## src/rtl/wb_regfile_pkg.sv

```systemverilog
// Shared pipeline definitions: write-back source encodings and register index constants.
package wb_regfile_pkg;
  localparam int NREGS     = 32;
  localparam int REG_IDX_W = 5;
  localparam int DATA_W    = 32;

  localparam logic [REG_IDX_W-1:0] REG_ZERO = 5'd0;

  typedef enum logic [1:0] {
    WB_SEL_ALU  = 2'b00,
    WB_SEL_MEM  = 2'b01,
    WB_SEL_LINK = 2'b10,
    WB_SEL_NONE = 2'b11
  } wb_sel_e;
endpackage

```

## src/rtl/wb_regfile_mux.sv

```systemverilog
// 4:1 write-back value select; standalone so the forwarding unit can reuse it.
module wb_mux
  import wb_regfile_pkg::*;
(
  input  wb_sel_e           sel_i,
  input  logic [DATA_W-1:0] alu_i,
  input  logic [DATA_W-1:0] mem_i,
  input  logic [DATA_W-1:0] link_i,
  output logic [DATA_W-1:0] val_o
);
  always_comb begin
    val_o = '0;
    unique case (sel_i)
      WB_SEL_ALU:  val_o = alu_i;
      WB_SEL_MEM:  val_o = mem_i;
      WB_SEL_LINK: val_o = link_i;
      WB_SEL_NONE: val_o = '0;
      default:     val_o = '0;
    endcase
  end
endmodule

```

## src/rtl/wb_regfile.sv

```systemverilog
// MIPS write-back stage: source select, 32-entry register file with write-through
// bypass on both read ports, and a committed-write counter.
module wb_regfile
  import wb_regfile_pkg::*;
(
  input  logic                 clk,
  input  logic                 rst,
  input  logic [1:0]           mem_to_reg,
  input  logic                 reg_write,
  input  logic [DATA_W-1:0]    mem_data,
  input  logic [DATA_W-1:0]    alu_result,
  input  logic [DATA_W-1:0]    link_addr,
  input  logic [REG_IDX_W-1:0] wb_dest,
  input  logic [REG_IDX_W-1:0] rd_addr1,
  input  logic [REG_IDX_W-1:0] rd_addr2,
  output logic [DATA_W-1:0]    rd_data1,
  output logic [DATA_W-1:0]    rd_data2,
  output logic [DATA_W-1:0]    wb_value,
  output logic                 wb_we,
  output logic [DATA_W-1:0]    wr_count
);
  logic [DATA_W-1:0] regs_q [NREGS];
  logic [DATA_W-1:0] wr_count_q, wr_count_d;
  wb_sel_e           sel;

  assign sel = wb_sel_e'(mem_to_reg);

  wb_mux u_wb_mux (
    .sel_i  (sel),
    .alu_i  (alu_result),
    .mem_i  (mem_data),
    .link_i (link_addr),
    .val_o  (wb_value)
  );

  assign wb_we      = reg_write && (sel != WB_SEL_NONE) && (wb_dest != REG_ZERO);
  assign wr_count_d = wb_we ? wr_count_q + 32'd1 : wr_count_q;
  assign wr_count   = wr_count_q;

  // Register 0 is hard-wired to zero on the read side regardless of storage.
  function automatic logic [DATA_W-1:0] rd_port(input logic [REG_IDX_W-1:0] addr);
    if (addr == REG_ZERO)            return '0;
    else if (wb_we && addr == wb_dest) return wb_value;
    else                             return regs_q[addr];
  endfunction

  assign rd_data1 = rd_port(rd_addr1);
  assign rd_data2 = rd_port(rd_addr2);

  always_ff @(posedge clk or posedge rst) begin
    if (rst) begin
      for (int i = 0; i < NREGS; i++) regs_q[i] <= '0;
      wr_count_q <= '0;
    end else begin
      if (wb_we) regs_q[wb_dest] <= wb_value;
      wr_count_q <= wr_count_d;
    end
  end
endmodule
```

## config.mk

```make
export PLATFORM = sky130hd
export DESIGN_NAME = wb_regfile
export DESIGN_NICKNAME = d
export VERILOG_FILES = /design/src/rtl/wb_regfile_pkg.sv /design/src/rtl/wb_regfile_mux.sv /design/src/rtl/wb_regfile.sv
export SDC_FILE = /design/constraint.sdc
export NUM_CORES = 2
export LEC_CHECK = 0
export ABC_AREA = 1
export CORE_MARGIN = 2
export CORE_UTILIZATION = 45
export DETAILED_ROUTE_END_ITERATION = 8
export HOLD_SLACK_MARGIN = 0.02
export MAX_ROUTING_LAYER = met4
export PLACE_DENSITY = 0.64
export SYNTH_ARGS = -nofsm -noshare
export SYNTH_HDL_FRONTEND = slang
export SYNTH_SLANG_ARGS = --single-unit
```

## constraint.sdc

```tcl
create_clock -name clk -period 73.7 [get_ports clk]
set_clock_uncertainty 0.2 [all_clocks]
set_input_delay 18.425 -clock clk [delete_from_list [all_inputs] [get_ports clk]]
set_output_delay 18.425 -clock clk [all_outputs]
set_load 0.01 [all_outputs]
```

==> results_dict.tcl <==
set metrics [dict create \
    postCtsHoldBufs 0 \
    core_mm2 0.1333 \
    arrival_ns 23.61 \
    fin_tns_setup_ns 0 \
    tritoncts "built" \
    area_growth_pct 11.15 \
    cp_data_required_time_ns 55.08 \
    hold_ws_ns 0.1835 \
    min_period_ns 42.24 \
    synthesis.area_mm2 0.06031 \
    synth_top_area_cell "dfrtp_1" \
    drt_iter0_drc 8944 \
    start_kind "input pin" \
    layout-drive-gt1-share 0.05294 \
    clk_pin_slew_worst_paths_ns 0.06 \
    crit_end "rd_data2[9]" \
    grt_max_degree 252 \
    intPower_mw 1.211 \
    reg2regPathDepth 7 \
    ys_async_sr_fraction 1.000 \
    die_area_mm2 0.1370 \
    final_cell_mix "nand2_1, o21ai_0, dfrtp_1, nand3_1, inv_1" \
    cts_setup_buffers 0 \
    rsz0062_at_grt "false" \
    synth.avg_cell_area_um2 7.242 \
    dieHeight_um 370.1 \
    htree_levels 3 \
    initial_core_util 0.4525 \
    hold_viol 0 \
    r2r-start "wr_count[3]" \
    min-delay-start "regs_q[1021]" \
    cts.path.max_buffers 3 \
    slew_viol_final 0 \
    insertion_delay_ns 0.73 \
    yosysTopAreaCellShare 0.4381 \
    totalWireLength_um 249800 \
    synth_flop_cell "dfrtp_1" \
    cp_max_fo 61 \
    synth_cell_types 38 \
    hold_path_depth 0 \
    gp_congestion 0.9171 \
    min_period_over_period 0.5731 \
    clock_sinks 1056 \
    grt_pass1_wl_um 366600 \
    slew_headroom 0.02341 \
    pwr-share-clk 0.344 \
    rrSetupSlack_ns 71.67 \
    seqPwrFrac 0.426 \
    hold_class "reg2reg" \
    p_leak_nw 29.44 \
    worstSetupEndpointType "primary output" \
    nets 8180 \
    synth_edf_count 0 \
    p_sw_uw 600.5 \
    status "complete, no violations" \
    synth_seq_cells 1056 \
    cts_buffers 117 \
    final_common_cell "nand2_1" \
    antenna_found_initial 6 \
    synth-seq-area-share 0.4381 \
    fmax_mhz 23.68 \
    row_count 134 \
    cap_violations 0 \
    seq_area_mm2 0.02643 \
    path_class "in2out" \
    reg2reg_to "wr_count[31]" \
    grt_pass1_vias 55228 \
    swShare 0.3314 \
    startpoint "mem_to_reg[1]" \
    postCtsResizedCells 0 \
    yosysWarnings 0 \
    pin_count 245 \
    syn-num-nets 8445 \
    p_per_area_mw_per_mm2 27.03 \
    vias 60490 \
    synthCells 8328 \
    ant_nets 0 \
    cts_root_buf "clkbuf_16" \
    die_width_um 370.1 \
    viasPerCell 6.091 \
    finalSetupViolCount 0 \
    portBuffers 244 \
    peakVddDrop_uv 21.91 \
    fillers 12904 \
    grt_usage 0.3687 \
    drt_pass1_iterations 9 \
    gr-total-overflow 0 \
    combPwrFrac 0.230 \
    hpwl_um 137000 \
    worst_slew_pin_slew_ns 1.463 \
    synth_top_cells_by_area "dfrtp_1, nand2_1, o21ai_0" \
    drc_errors 0 \
    wl_per_cell_um 25.16 \
    multi_input_area_mm2 0.02789 \
]
==> critical path, cell delays in order <==
cell	delay [ns]
clkdlybuf4s50_1	0.50
a21boi_2	0.75
nand2_4	0.38
nor3_2	0.85
inv_2	0.85
nand2_1	0.32
nor2_1	0.16
nor2_1	0.67
clkdlybuf4s50_1	0.69
==> kinds of logic (layout without fill, tap and decap cells) <==
| family | after synthesis | in the layout | synth area share |
|---|---|---|---|
| simple gates | 3312 | 3312 | 0.2317 |
| compound gates | 2379 | 2379 | 0.2224 |
| buf+inv | 1544 | 1376 | 0.1023 |
| flops | 1056 | 1056 | 0.4381 |
| xor+xnor | 36 | 36 | 0.005228 |
| fa+ha+maj | 1 | 1 | 0.0002074 |
| other cells | 0 | 3 | 0 |
==> area by class of cell <==
cell class                 count  share of cell area
sequential                  1056              0.3942
clock buffer                 175             0.05172
antenna                        3           0.0001120
timing repair buffer         376             0.05215
clock inverter                41            0.008287
tap                         1768             0.03300
multi-input combinational   5728              0.4161
inverter                     784             0.04450
==> cell usage after synthesis (2+ instances only) <==
master	number
dfrtp_1	1056
or2_2	10
o21ai_0	1177
inv_1	763
a21oi_1	582
inv_2	19
o21ai_1	18
o21a_1	94
clkinv_1	2
nor2_4	7
nor3_4	5
nand3_1	922
xor2_1	25
buf_1	78
buf_2	290
o211ai_1	501
nor2_2	16
nand2_1	1980
a211oi_1	5
nor3_1	27
nor4_2	2
xnor2_1	11
clkbuf_1	390
nand3_2	10
nand4_1	11
nor3_2	4
nand2_4	2
nor2_1	311
==> per-layer routing <==
metal	vias to the layer above	global-route usage	routed length, µm
met4	0	0.1882	15030
met1	28652	0.4813	98200
met2	3914	0.5337	106000
li1	27107	-	-
met3	817	0.08706	30590
met5	-	-	0
==> worst min path at each step <==
| stage | endpoint |
|---|---|
| 2_1_floorplan | regs_q[1015] |
| 3_3_place_gp | regs_q[1021] |
| 3_5_place_dp | regs_q[1015] |
| 4_1_cts | regs_q[1015] |
| 5_1_grt | regs_q[1021] |
| 6_report | regs_q[1021] |
==> stage by stage <==
step / setup slack (ns) / instances / area, µm² / util / total power [mW]
2_1_floorplan: 25.35 / 8328 / 60310 / - / 1.051
3_3_place_gp: 31.87 / 9712 / 63010 / 0.4727 / 1.173
3_5_place_dp: 31.82 / 9712 / 63010 / 0.4727 / 1.185
4_1_cts: 31.78 / 9928 / 67030 / 0.5029 / 1.804
5_1_grt: 31.42 / 9931 / 67040 / 0.5029 / 1.899
6_report: 31.46 / 9931 / 67040 / 0.5029 / 1.812
==> registers in the layout, indices dropped and copies added (netlist names) <==
name,flops
wr_count,32
regs_q,1024
==> power groups by stage <==
stage          logic, mW  registers (mW)  clock network, mW
2_1_floorplan      0.283           0.768                  0
3_3_place_gp       0.397           0.776                  0
3_5_place_dp       0.407           0.778                  0
4_1_cts            0.409           0.769              0.626
5_1_grt            0.464           0.785              0.649
6_report           0.417           0.772              0.623
Power figures use the tool's default switching activity.
